[src/rtl/tcache_refill_ctrl.sv]
// Refill engine for the fetch micro-TLB: on a tcache miss it searches the main TLB, reads the
// matching entry and installs it in the tcache, aborting cleanly on TLB writes or INVTLB.
package tcache_refill_pkg;
  typedef struct packed {
    logic [18:0] vppn;
    logic [5:0]  ps;
    logic        g;
    logic [9:0]  asid;
    logic        e;
    logic [19:0] ppn0;
    logic [1:0]  plv0;
    logic [1:0]  mat0;
    logic        d0;
    logic        v0;
    logic [19:0] ppn1;
    logic [1:0]  plv1;
    logic [1:0]  mat1;
    logic        d1;
    logic        v1;
  } tlb_entry_t;
endpackage

module tcache_refill_ctrl
  import tcache_refill_pkg::*;
#(
  parameter int unsigned TLBNUM   = 16,
  parameter int unsigned TLBIDLEN = $clog2(TLBNUM)
) (
  input  logic                clk,
  input  logic                reset,
  input  logic                req_valid,
  output logic                req_ready,
  input  logic [18:0]         req_vppn,
  input  logic                req_va_bit12,
  input  logic [9:0]          req_asid,
  output logic                resp_valid,
  output logic                resp_found,
  output logic                resp_retry,
  output logic [18:0]         tlb_s_vppn,
  output logic                tlb_s_va_bit12,
  output logic [9:0]          tlb_s_asid,
  input  logic                tlb_s_found,
  input  logic [TLBIDLEN-1:0] tlb_s_index,
  output logic [TLBIDLEN-1:0] tlb_r_index,
  input  tlb_entry_t          tlb_r_entry,
  input  logic                tlb_we,
  input  logic                invtlb_valid,
  output logic                refill_valid,
  output tlb_entry_t          refill_data,
  output logic [TLBIDLEN-1:0] refill_index
);

  localparam logic [2:0] IDLE   = 3'd0;
  localparam logic [2:0] SEARCH = 3'd1;
  localparam logic [2:0] READ   = 3'd2;
  localparam logic [2:0] REFILL = 3'd3;
  localparam logic [2:0] DONE   = 3'd4;

  logic [2:0]          state_q, state_d;
  logic [18:0]         vppn_q, vppn_d;
  logic                bit12_q, bit12_d;
  logic [9:0]          asid_q, asid_d;
  logic [TLBIDLEN-1:0] s_index_q, s_index_d;
  tlb_entry_t          entry_q, entry_d;
  logic                found_q, found_d;
  logic                retry_q, retry_d;
  logic                flush;

  // Any main TLB change invalidates both the tcache and whatever we are carrying.
  assign flush = tlb_we | invtlb_valid;

  always_comb begin
    state_d   = state_q;
    vppn_d    = vppn_q;
    bit12_d   = bit12_q;
    asid_d    = asid_q;
    s_index_d = s_index_q;
    entry_d   = entry_q;
    found_d   = found_q;
    retry_d   = retry_q;
    case (state_q)
      IDLE: begin
        if (req_valid && !flush) begin
          vppn_d  = req_vppn;
          bit12_d = req_va_bit12;
          asid_d  = req_asid;
          state_d = SEARCH;
        end
      end
      SEARCH: begin
        if (flush) begin
          found_d = 1'b0;
          retry_d = 1'b1;
          state_d = DONE;
        end else if (!tlb_s_found) begin
          found_d = 1'b0;
          retry_d = 1'b0;
          state_d = DONE;
        end else begin
          s_index_d = tlb_s_index;
          state_d   = READ;
        end
      end
      READ: begin
        if (flush) begin
          found_d = 1'b0;
          retry_d = 1'b1;
          state_d = DONE;
        end else begin
          entry_d = tlb_r_entry;
          state_d = REFILL;
        end
      end
      REFILL: begin
        found_d = !flush;
        retry_d = flush;
        state_d = DONE;
      end
      DONE:    state_d = IDLE;
      default: state_d = IDLE;
    endcase
  end

  always_ff @(posedge clk) begin
    if (reset) begin
      state_q   <= IDLE;
      vppn_q    <= '0;
      bit12_q   <= 1'b0;
      asid_q    <= '0;
      s_index_q <= '0;
      entry_q   <= '0;
      found_q   <= 1'b0;
      retry_q   <= 1'b0;
    end else begin
      state_q   <= state_d;
      vppn_q    <= vppn_d;
      bit12_q   <= bit12_d;
      asid_q    <= asid_d;
      s_index_q <= s_index_d;
      entry_q   <= entry_d;
      found_q   <= found_d;
      retry_q   <= retry_d;
    end
  end

  always_comb begin
    req_ready      = (state_q == IDLE);
    tlb_s_vppn     = (state_q == SEARCH) ? vppn_q  : '0;
    tlb_s_va_bit12 = (state_q == SEARCH) ? bit12_q : 1'b0;
    tlb_s_asid     = (state_q == SEARCH) ? asid_q  : '0;
    tlb_r_index    = (state_q == READ || state_q == REFILL) ? s_index_q : '0;
    // A flush in REFILL suppresses the write; the tcache is clearing itself this cycle.
    refill_valid   = (state_q == REFILL) && !flush;
    refill_data    = refill_valid ? entry_q   : '0;
    refill_index   = refill_valid ? s_index_q : '0;
    resp_valid     = (state_q == DONE);
    resp_found     = resp_valid & found_q;
    resp_retry     = resp_valid & retry_q;
  end

endmodule

[config.mk]
export PLATFORM = sky130hd
export DESIGN_NAME = tcache_refill_ctrl
export DESIGN_NICKNAME = d
export VERILOG_FILES = /design/src/rtl/tcache_refill_ctrl.sv
export SDC_FILE = /design/constraint.sdc
export NUM_CORES = 1
export LEC_CHECK = 0
export BUFFER_PORTS_ARGS = -buffer_cell sky130_fd_sc_hd__buf_2
export CORE_MARGIN = 8
export CORE_UTILIZATION = 53
export CTS_CLUSTER_DIAMETER = 80
export CTS_CLUSTER_SIZE = 10
export DETAILED_ROUTE_END_ITERATION = 12
export PLACE_DENSITY = 0.83
export SLEW_MARGIN = 20
export SYNTH_ARGS = -nofsm -noshare
export SYNTH_HDL_FRONTEND = slang
export SYNTH_SLANG_ARGS = --single-unit
[constraint.sdc]
create_clock -name clk -period 3.79 [get_ports clk]
set_clock_uncertainty 0.1 [all_clocks]
set_input_delay 0.379 -clock clk [delete_from_list [all_inputs] [get_ports clk]]
set_output_delay 0.379 -clock clk [all_outputs]
set_load 0.005 [all_outputs]
==> results of run 1 <==
final cells by class:
class / count / area [um2] / share of cell area
clock buffers: 23 / 498 / 0.0583
clock inverters: 9 / 105 / 0.0123
inverters: 2 / 7.51 / 0.000879
multi-input cells: 524 / 3780 / 0.443
flip-flops and latches: 128 / 2560 / 0.300
well taps: 172 / 215 / 0.0252
repair buffers: 265 / 1370 / 0.160
cells in the mapped netlist, types with 2 or more instances:
| cell | instances |
|---|---|
| clkbuf_2 | 6 |
| buf_2 | 3 |
| clkbuf_1 | 33 |
| buf_4 | 2 |
| o21ai_0 | 2 |
| nand2b_1 | 247 |
| dfxtp_1 | 128 |
| nor2_1 | 4 |
| buf_6 | 4 |
| and3_1 | 4 |
| and2_1 | 128 |
| mux2i_1 | 124 |
| buf_12 | 10 |
how the worst max path moves through the flow:
stage                                       start               to  slack (ns)
after floorplan                      invtlb_valid  refill_data[22]        2.11
after global placement               invtlb_valid  refill_index[3]        1.35
after detailed placement             invtlb_valid   refill_data[1]        1.31
after CTS                 state_q[1]$_SDFFE_PP0P_   refill_data[1]        0.88
after global routing      state_q[1]$_SDFFE_PP0P_   refill_data[1]        0.71
final                     state_q[1]$_SDFFE_PP0P_  refill_index[3]        0.90
state kept, by name, summed over array words and instances (netlist names):
name,count
asid_q,10
bit12_q,1
entry_q,89
found_q,1
retry_q,1
s_index_q,4
state_q,3
vppn_q,19
through the flow:
stage,utilization,hold WS [ns],area [um2]
2_1_floorplan,-,0.341,6780
3_3_place_gp,0.631,0.355,7940
3_5_place_dp,0.631,0.358,7940
4_1_cts,0.679,0.0990,8540
5_1_grt,0.679,0.111,8540
6_report,0.679,0.121,8540
cell families (layout without fill, tap and decap cells):
family | Yosys count | after routing | share of synthesized area
AND/OR/NAND/NOR | 393 | 393 | 0.367
flip-flops | 128 | 128 | 0.378
buffers and inverters | 60 | 299 | 0.0644
multiplexers | 124 | 124 | 0.183
AO/OA/AOI/OAI | 7 | 7 | 0.00775
critical path, delay by kind of cell, from the launching register on:
family                 cells  cell delay [ns]
buffers and inverters      3             0.83
DFF                        1             0.56
and+or+nand+nor            3             0.56
per-layer routing:
metal | global-route usage | part of all wire | up-vias
met4 | 0.0760 | 0.017 | 0
met5 | 0 | 0 | -
met1 | 0.229 | 0.44 | 2315
met3 | 0.0698 | 0.088 | 21
li1 | - | - | 2703
met2 | 0.313 | 0.46 | 179
cell usage in the layout, fill, tap and decap left out, types with 4 or more instances in the layout:
| cell | instances |
|---|---|
| mux2i_1 | 124 |
| clkinvlp_4 | 4 |
| buf_2 | 259 |
| nand2b_1 | 247 |
| clkbuf_8 | 5 |
| nor2_1 | 4 |
| buf_4 | 4 |
| clkbuf_16 | 17 |
| dfxtp_1 | 128 |
| and2_1 | 128 |
power by group through the flow:
stage / logic (W) / clock network (W) / registers [W]
floorplan: 0.000122 / 0 / 0.00139
global placement: 0.000201 / 0 / 0.00139
detailed placement: 0.000203 / 0 / 0.00139
CTS: 0.000204 / 0.00167 / 0.00137
global route: 0.000224 / 0.00173 / 0.00137
finish: 0.000202 / 0.00164 / 0.00137
==> flow_summary.json, run 1 <==
{
  "synthFlopType": "dfxtp_1",
  "cp.required_ns": 3.31,
  "root_buffer": "clkbuf_16",
  "synth_area_um2": 6780,
  "die_height_um": 129,
  "grt_pass1_wl_um": 25700,
  "pin_count": 261,
  "ys_ff_latch": 128,
  "core_um2": 12600,
  "grt_max_degree": 127,
  "clock_path_buffers": 2,
  "post_cts_resized": 0,
  "fmax_ghz": 0.346,
  "synth_area_leaders": "dfxtp_1 (38%), nand2b_1 (23%), mux2i_1 (18%)",
  "grt_pass1_vias": 5257,
  "die_w_um": 129,
  "diodes": 0,
  "max_slew_margin": 0.377,
  "grt_overflow": 0,
  "clockPowerShare": 0.511,
  "instances_no_fill": 1123,
  "netlist-cell-type-count": 30,
  "dp.cells": 1091,
  "syn-num-nets": 841,
  "drv_cap": 0,
  "htree_levels": 4,
  "synth_top_cell_area_share": 0.378,
  "regToRegStartpoint": "state_q[1]$_SDFFE_PP0P_",
  "nNetsFinal": 1067,
  "worstRegToRegCells": 4,
  "dieArea_um2": 16700,
  "hold_viol": 0,
  "final.period_utilization": 0.764,
  "power.internal_w": 0.00253,
  "vias": 5218,
  "drc_errors": 0,
  "slew_viol_final": 0,
  "grt_antenna_before_repair": 0,
  "reg2reg_slack_ns": 1.53,
  "r2r_end": "entry_q[31]$_SDFFE_PP0P_",
  "fp-row-count": 41,
  "critPathMaxStageDelay_ns": 0.56,
  "tns_ns": 0,
  "syn_avg_cell_area_um2": 9.52,
  "criticalPathCategory": "reg -> out",
  "routedWlPerCell_um": 14.6,
  "clk_pin_slew_ns": 0.06,
  "finalPower_w": 0.00321,
  "ant_nets": 0,
  "first_pass_iters": 4,
  "hold_depth": 3,
  "p_sw_w": 0.000676,
  "comb_power_share": 0.063,
  "dp_hpwl_um": 11600,
  "yosys_warnings": 0,
  "setup_slack_ns": 0.896,
  "cts_sinks": 128,
  "viasPerCell": 4.65,
  "worst_slew_pin_slew_ns": 0.934,
  "setup_viol": 0,
  "ys_seq_area_frac": 0.378,
  "start_kind": "register",
  "start_util": 0.539,
  "cts_buffers": 17,
  "outcome": "finished, final reports clean",
  "async_flop_share": 0,
  "io_buffers": 260,
  "drt_iter0_drc": 222,
  "cp_slowest_cell": "dfxtp_1",
  "yosysTopAreaCell": "dfxtp_1",
  "switching_share": 0.211,
  "power_density_nw_per_um2": 375,
  "cts_hold_buf": 0,
  "end_kind": "output pin",
  "cts_setup_buffers": 0,
  "areaGrowthSynthToFinish_pct": 26.0,
  "clock_latency_ns": 0.41,
  "grt_usage": 0.193,
  "crit_fanout": 58,
  "synth-edff-count": 0,
  "leakage_nw": 3.77,
  "routed_wl_um": 16400,
  "hold_start": "tlb_r_entry[88]",
  "gp_congestion": 0.737,
  "pre_cts_ws_ns": 1.31,
  "nFillCells": 1032,
  "cts_tree": "yes",
  "hp-class": "in -> reg",
  "peakVddDrop_mv": 0.248,
  "hold_end": "entry_q[88]$_SDFFE_PP0P_",
  "seqPwrFrac": 0.426,
  "cp.arrival_ns": 2.42,
  "drive_above_1_share": 0.321,
  "final.min_clock_period_ns": 2.89,
  "crit_chain": "and2b_4 -> nand3_1 -> inv_2 -> buf_12 -> and2_1 -> buf_2",
  "synthCells": 712,
  "rsz0062_at_grt": "no"
}
Note: power is estimated with default switching activity, not from simulation.
==> run 2: changes to the inputs <==
--- a/config.mk
+++ b/config.mk
@@ -7,11 +7,11 @@
 export LEC_CHECK = 0
 export BUFFER_PORTS_ARGS = -buffer_cell sky130_fd_sc_hd__buf_2
 export CORE_MARGIN = 8
-export CORE_UTILIZATION = 53
+export CORE_UTILIZATION = 45
 export CTS_CLUSTER_DIAMETER = 80
 export CTS_CLUSTER_SIZE = 10
 export DETAILED_ROUTE_END_ITERATION = 12
-export PLACE_DENSITY = 0.83
+export PLACE_DENSITY = 0.74
 export SLEW_MARGIN = 20
 export SYNTH_ARGS = -nofsm -noshare
 export SYNTH_HDL_FRONTEND = slang
==> constraint.sdc (replaced) <==
create_clock -name clk -period 2.6 [get_ports clk]
set_clock_uncertainty 0.1 [all_clocks]
set_input_delay 0.26 -clock clk [delete_from_list [all_inputs] [get_ports clk]]
set_output_delay 0.26 -clock clk [all_outputs]
set_load 0.005 [all_outputs]
==> run 2 against run 1 <==
Effect of this change:
- final cell count up 9.9%
- final area up 11%
- wire length up 11%
- clock-buffer cell count down 2
- sequential cell count unchanged
- first-iteration DRC count down 0.90%
- core utilization down 4.6 points
- via count up 8.9%
- combinational power up 100%
==> flow_summary.json, run 2 (synthesized netlist as in run 1, its figures left out) <==
{
  "cts_buffers": 17,
  "final_common_cell": "buf_2",
  "gp_congestion": 0.766,
  "cp.required_ns": 2.24,
  "dieArea_um2": 19200,
  "drt_iter0_drc": 220,
  "multi_input_area_um2": 3780,
  "worstRegToRegCells": 4,
  "vias": 5681,
  "ant_nets": 0,
  "htree_levels": 4,
  "power_density_nw_per_um2": 496,
  "crit_chain": "and2b_4 -> nand3_1 -> inv_2 -> buf_12 -> and2_1 -> buf_2",
  "critPathMaxStageDelay_ns": 0.43,
  "top_regs": "entry_q (89), vppn_q (19), asid_q (10)",
  "pin_count": 261,
  "io_buffers": 260,
  "grt_pass1_vias": 5987,
  "areaGrowthSynthToFinish_pct": 39.9,
  "top_register": "entry_q",
  "grt_pass1_wl_um": 29700,
  "max_slew_margin": 0.649,
  "slew_viol_final": 0,
  "final_cell_mix": "buf_2 (259), nand2b_1 (247), and2_1 (128)",
  "clock_path_buffers": 2,
  "grt_max_degree": 117,
  "nFillCells": 1195,
  "viasPerCell": 4.60,
  "cts_setup_buffers": 0,
  "crit_end": "refill_data[69]",
  "grt_antenna_before_repair": 2,
  "nNetsFinal": 1161,
  "fp-row-count": 45,
  "clock_latency_ns": 0.41,
  "drc_errors": 0,
  "rsz0062_at_grt": "no",
  "outcome": "finished, final reports clean",
  "root_buffer": "clkbuf_16",
  "crit_fanout": 94,
  "leakage_nw": 4.15,
  "first_pass_iters": 4,
  "finalPower_w": 0.00470,
  "r2r_end": "entry_q[10]$_SDFFE_PP0P_",
  "setup_viol": 0,
  "ff_latch_area_um2": 2560,
  "largest_register_ffs": 89,
  "worst_slew_pin_slew_ns": 0.527,
  "criticalPathCategory": "reg -> out",
  "drv_cap": 0,
  "start_util": 0.452,
  "final.period_utilization": 0.939,
  "cts_tree": "yes",
  "die_w_um": 139,
  "start_kind": "register",
  "cp-startpoint": "state_q[2]$_SDFFE_PP0P_",
  "cp_slowest_cell": "dfxtp_1",
  "clk_pin_slew_ns": 0.05,
  "final.min_clock_period_ns": 2.44,
  "routed_wl_um": 18200,
  "routedWlPerCell_um": 14.8,
  "die_height_um": 139,
  "drive_above_1_share": 0.294,
  "peakVddDrop_mv": 0.408,
  "core_um2": 15000,
  "crit_buf_inv": 3,
  "cp.arrival_ns": 2.08,
  "fmax_ghz": 0.410,
  "cp_num_cells": 6,
  "regToRegStartpoint": "state_q[2]$_SDFFE_PP0P_",
  "hold_viol": 0,
  "cts_sinks": 128,
  "grt_overflow": 0,
  "tns_ns": 0,
  "dp_hpwl_um": 11700,
  "hp-class": "in -> reg",
  "reg2reg_slack_ns": 0.65,
  "end_kind": "output pin",
  "grt_usage": 0.187,
  "path_delay_family": "simple AND/OR/NAND/NOR gates"
}
[run 2: cell types whose count changed in the layout (fill, tap and decap cells not counted), sizes merged]
cell / delta
buf: +3
clkbuf: -2
clkinv: +2
diode: +1
dlygate4sd3: +91
[run 2: how the worst min path moves through the flow]
stage / cells after the start / end / start / slack [ns]
floorplan: 2 / asid_q[9]$_SDFFE_PP0P_ / req_asid[9] / 0.32
global placement: 2 / entry_q[57]$_SDFFE_PP0P_ / entry_q[57]$_SDFFE_PP0P_ / 0.35
detailed placement: 2 / asid_q[2]$_SDFFE_PP0P_ / asid_q[2]$_SDFFE_PP0P_ / 0.36
CTS: 3 / entry_q[66]$_SDFFE_PP0P_ / tlb_r_entry[66] / 0.0002
global route: 3 / entry_q[72]$_SDFFE_PP0P_ / tlb_r_entry[72] / 0.008
finish: 3 / entry_q[72]$_SDFFE_PP0P_ / tlb_r_entry[72] / 0.02
[run 2: worst reg2reg max path: cells and delay by family (launching register included)]
kind	cells	cell delay (ns)
DFF	1	0.43
buffers and inverters	1	0.41
muxes	1	0.34
and+or+nand+nor	2	0.60
[run 2: through the flow]
step                 util  instance area, um2  hold slack, ns  worst slack (ns)  cells
floorplan               -                6780           0.315              1.04    712
global placement    0.534                8000           0.355             0.580   1110
detailed placement  0.534                8000           0.358             0.565   1110
CTS                 0.633                9480        0.000154             0.109   1233
global route        0.633                9480         0.00810            0.0216   1234
finish              0.633                9480          0.0245             0.158   1234
[run 2: layout make-up]
class	instances	share of cell area
multi-input cells	524	0.399
clock inverters	11	0.0121
inverters	2	0.000792
flip-flops and latches	128	0.270
repair buffers	359	0.245
clock buffers	21	0.0475
well taps	188	0.0248
diodes	1	0.000264
[run 2: what timing repair did]
item                                    CTS  global route
endpoints found under the setup margin    0             4
hold buffers                             91             0
hold endpoints to repair                 91             0
resized for setup                         0             1
[run 2: power breakdown]
group	switching, W	internal [W]	total, W	leakage [nW]
combinational	0.000148	0.000264	0.000412	2.85
sequential	0.0000105	0.00198	0.00199	1.03
clock	0.000873	0.00143	0.00230	0.269
total	0.00103	0.00367	0.00470	4.15
[run 2: routing by layer]
| layer | vias up | track usage | share of wire |
|---|---|---|---|
| li1 | 2897 | - | - |
| met4 | 2 | 0.0711 | 0.022 |
| met2 | 184 | 0.308 | 0.46 |
| met1 | 2566 | 0.213 | 0.44 |
| met5 | - | 0 | 0.00071 |
| met3 | 32 | 0.0781 | 0.074 |
==> run 3: changes to the inputs <==
--- a/config.mk
+++ b/config.mk
@@ -11,7 +11,7 @@
 export CTS_CLUSTER_DIAMETER = 80
 export CTS_CLUSTER_SIZE = 10
 export DETAILED_ROUTE_END_ITERATION = 12
-export PLACE_DENSITY = 0.74
+export PLACE_DENSITY_LB_ADDON = 0.3
 export SLEW_MARGIN = 20
 export SYNTH_ARGS = -nofsm -noshare
 export SYNTH_HDL_FRONTEND = slang
==> run 3 against run 2 <==
Effect of this change:
- final cell count decreased by 1.1%
- via count decreased by 1.2%
- highest routed layer is now met4
- combinational power decreased by 4%
- sequential share of layout area increased by 0.087 points
- fmax decreased by 1.2%
- global-route usage decreased by 0.33 points
- largest cell class unchanged
- first-iteration DRC count increased by 21%
- critical endpoint is now refill_data[18]
==> flow_summary.json, run 3 (synthesized netlist as in run 1, its figures left out) <==
{
  "dieArea_um2": 19200,
  "pin_count": 261,
  "grt_antenna_before_repair": 0,
  "clock_path_buffers": 2,
  "routedWlPerCell_um": 14.8,
  "drc_errors": 0,
  "peakVddDrop_mv": 0.413,
  "gp_congestion": 0.771,
  "core_um2": 15000,
  "tns_ns": 0,
  "areaGrowthSynthToFinish_pct": 39.4,
  "top_regs": "entry_q (89), vppn_q (19), asid_q (10)",
  "nNetsFinal": 1148,
  "root_buffer": "clkbuf_16",
  "multi_input_area_um2": 3780,
  "leakage_nw": 4.15,
  "cp.arrival_ns": 2.11,
  "criticalPathCategory": "reg -> out",
  "largest_register_ffs": 89,
  "final.min_clock_period_ns": 2.47,
  "top_register": "entry_q",
  "drt_iter0_drc": 267,
  "cts_setup_buffers": 0,
  "setup_slack_ns": 0.129,
  "grt_max_degree": 147,
  "routed_wl_um": 18000,
  "power_density_nw_per_um2": 529,
  "die_w_um": 139,
  "fmax_ghz": 0.405,
  "slew_viol_final": 0,
  "max_slew_margin": 0.648,
  "dp_hpwl_um": 11800,
  "reg2reg_slack_ns": 0.63,
  "htree_levels": 4,
  "hold_viol": 0,
  "grt_pass1_vias": 5807,
  "nFillCells": 1243,
  "ff_latch_area_um2": 2560,
  "ant_nets": 0,
  "end_kind": "output pin",
  "grt_usage": 0.184,
  "rsz0062_at_grt": "no",
  "cts_buffers": 17,
  "clock_latency_ns": 0.41,
  "vias": 5614,
  "drv_cap": 0,
  "setup_viol": 0,
  "pre_cts_ws_ns": 0.589,
  "start_util": 0.452,
  "crit_fanout": 94,
  "clk_pin_slew_ns": 0.06,
  "final_cell_mix": "buf_2 (259), nand2b_1 (247), and2_1 (128), dfxtp_1 (128), mux2i_1 (124)",
  "grt_overflow": 0,
  "fp-row-count": 45,
  "hp-class": "in -> reg",
  "die_height_um": 139,
  "start_kind": "register",
  "final_common_cell": "buf_2",
  "finalPower_w": 0.00499,
  "cp.required_ns": 2.24,
  "worst_slew_pin_slew_ns": 0.528,
  "first_pass_iters": 4,
  "grt_pass1_wl_um": 29100,
  "cts_sinks": 128,
  "diodes": 0,
  "viasPerCell": 4.60,
  "drive_above_1_share": 0.298,
  "io_buffers": 260,
  "cts_tree": "yes",
  "outcome": "finished, final reports clean",
  "final.period_utilization": 0.950
}
run 3: final cells by class:
cell class,count,area share
multi-input combinational,524,0.400
sequential,128,0.271
timing repair buffer,346,0.234
clock buffer,22,0.0523
tap,188,0.0249
clock inverter,10,0.0164
inverter,2,0.000795
run 3: timing repair:
item | CTS | global route
hold buffers | 78 | 1
gates resized for setup | 0 | 0
endpoints found under the hold margin | 78 | 1
run 3: per-stage QoR:
| step | util | instance area, um2 | hold slack [ns] | instances |
|---|---|---|---|---|
| finish | 0.631 | 9450 | 0.0163 | 1220 |
| global route | 0.631 | 9450 | 0.000991 | 1220 |
| CTS | 0.630 | 9440 | 0.0000865 | 1219 |
| detailed placement | 0.535 | 8010 | 0.358 | 1109 |
| global placement | 0.535 | 8010 | 0.355 | 1109 |
| floorplan | - | 6780 | 0.315 | 712 |
run 3: layer usage:
layer | wire [um] | vias up | GRT usage
met5 | 0 | - | 0
met4 | 225 | 0 | 0.0566
met1 | 7820 | 2547 | 0.209
li1 | - | 2863 | -
met3 | 1480 | 20 | 0.0809
met2 | 8500 | 184 | 0.305
run 3: report_power, final:
| group | leakage (nW) | switching (W) | internal [W] |
|---|---|---|---|
| clock network | 0.318 | 0.000879 | 0.00173 |
| registers | 1.03 | 0.0000115 | 0.00198 |
| logic | 2.80 | 0.000144 | 0.000253 |
run 3: worst paths after layout:
kind	start	end	cells after the start
setup reg to reg	state_q[1]$_SDFFE_PP0P_	entry_q[29]$_SDFFE_PP0P_	4
hold / removal	tlb_r_entry[14]	entry_q[14]$_SDFFE_PP0P_	3
setup / recovery	state_q[1]$_SDFFE_PP0P_	refill_data[18]	6
hold reg to reg	entry_q[72]$_SDFFE_PP0P_	entry_q[72]$_SDFFE_PP0P_	2
run 3: critical path, stage by stage (launching register included):
cell and delay (ns):
dfxtp_1 0.57, and2b_4 0.25, nand3_1 0.12, inv_2 0.10
buf_12 0.26, and2_1 0.19, buf_2 0.13
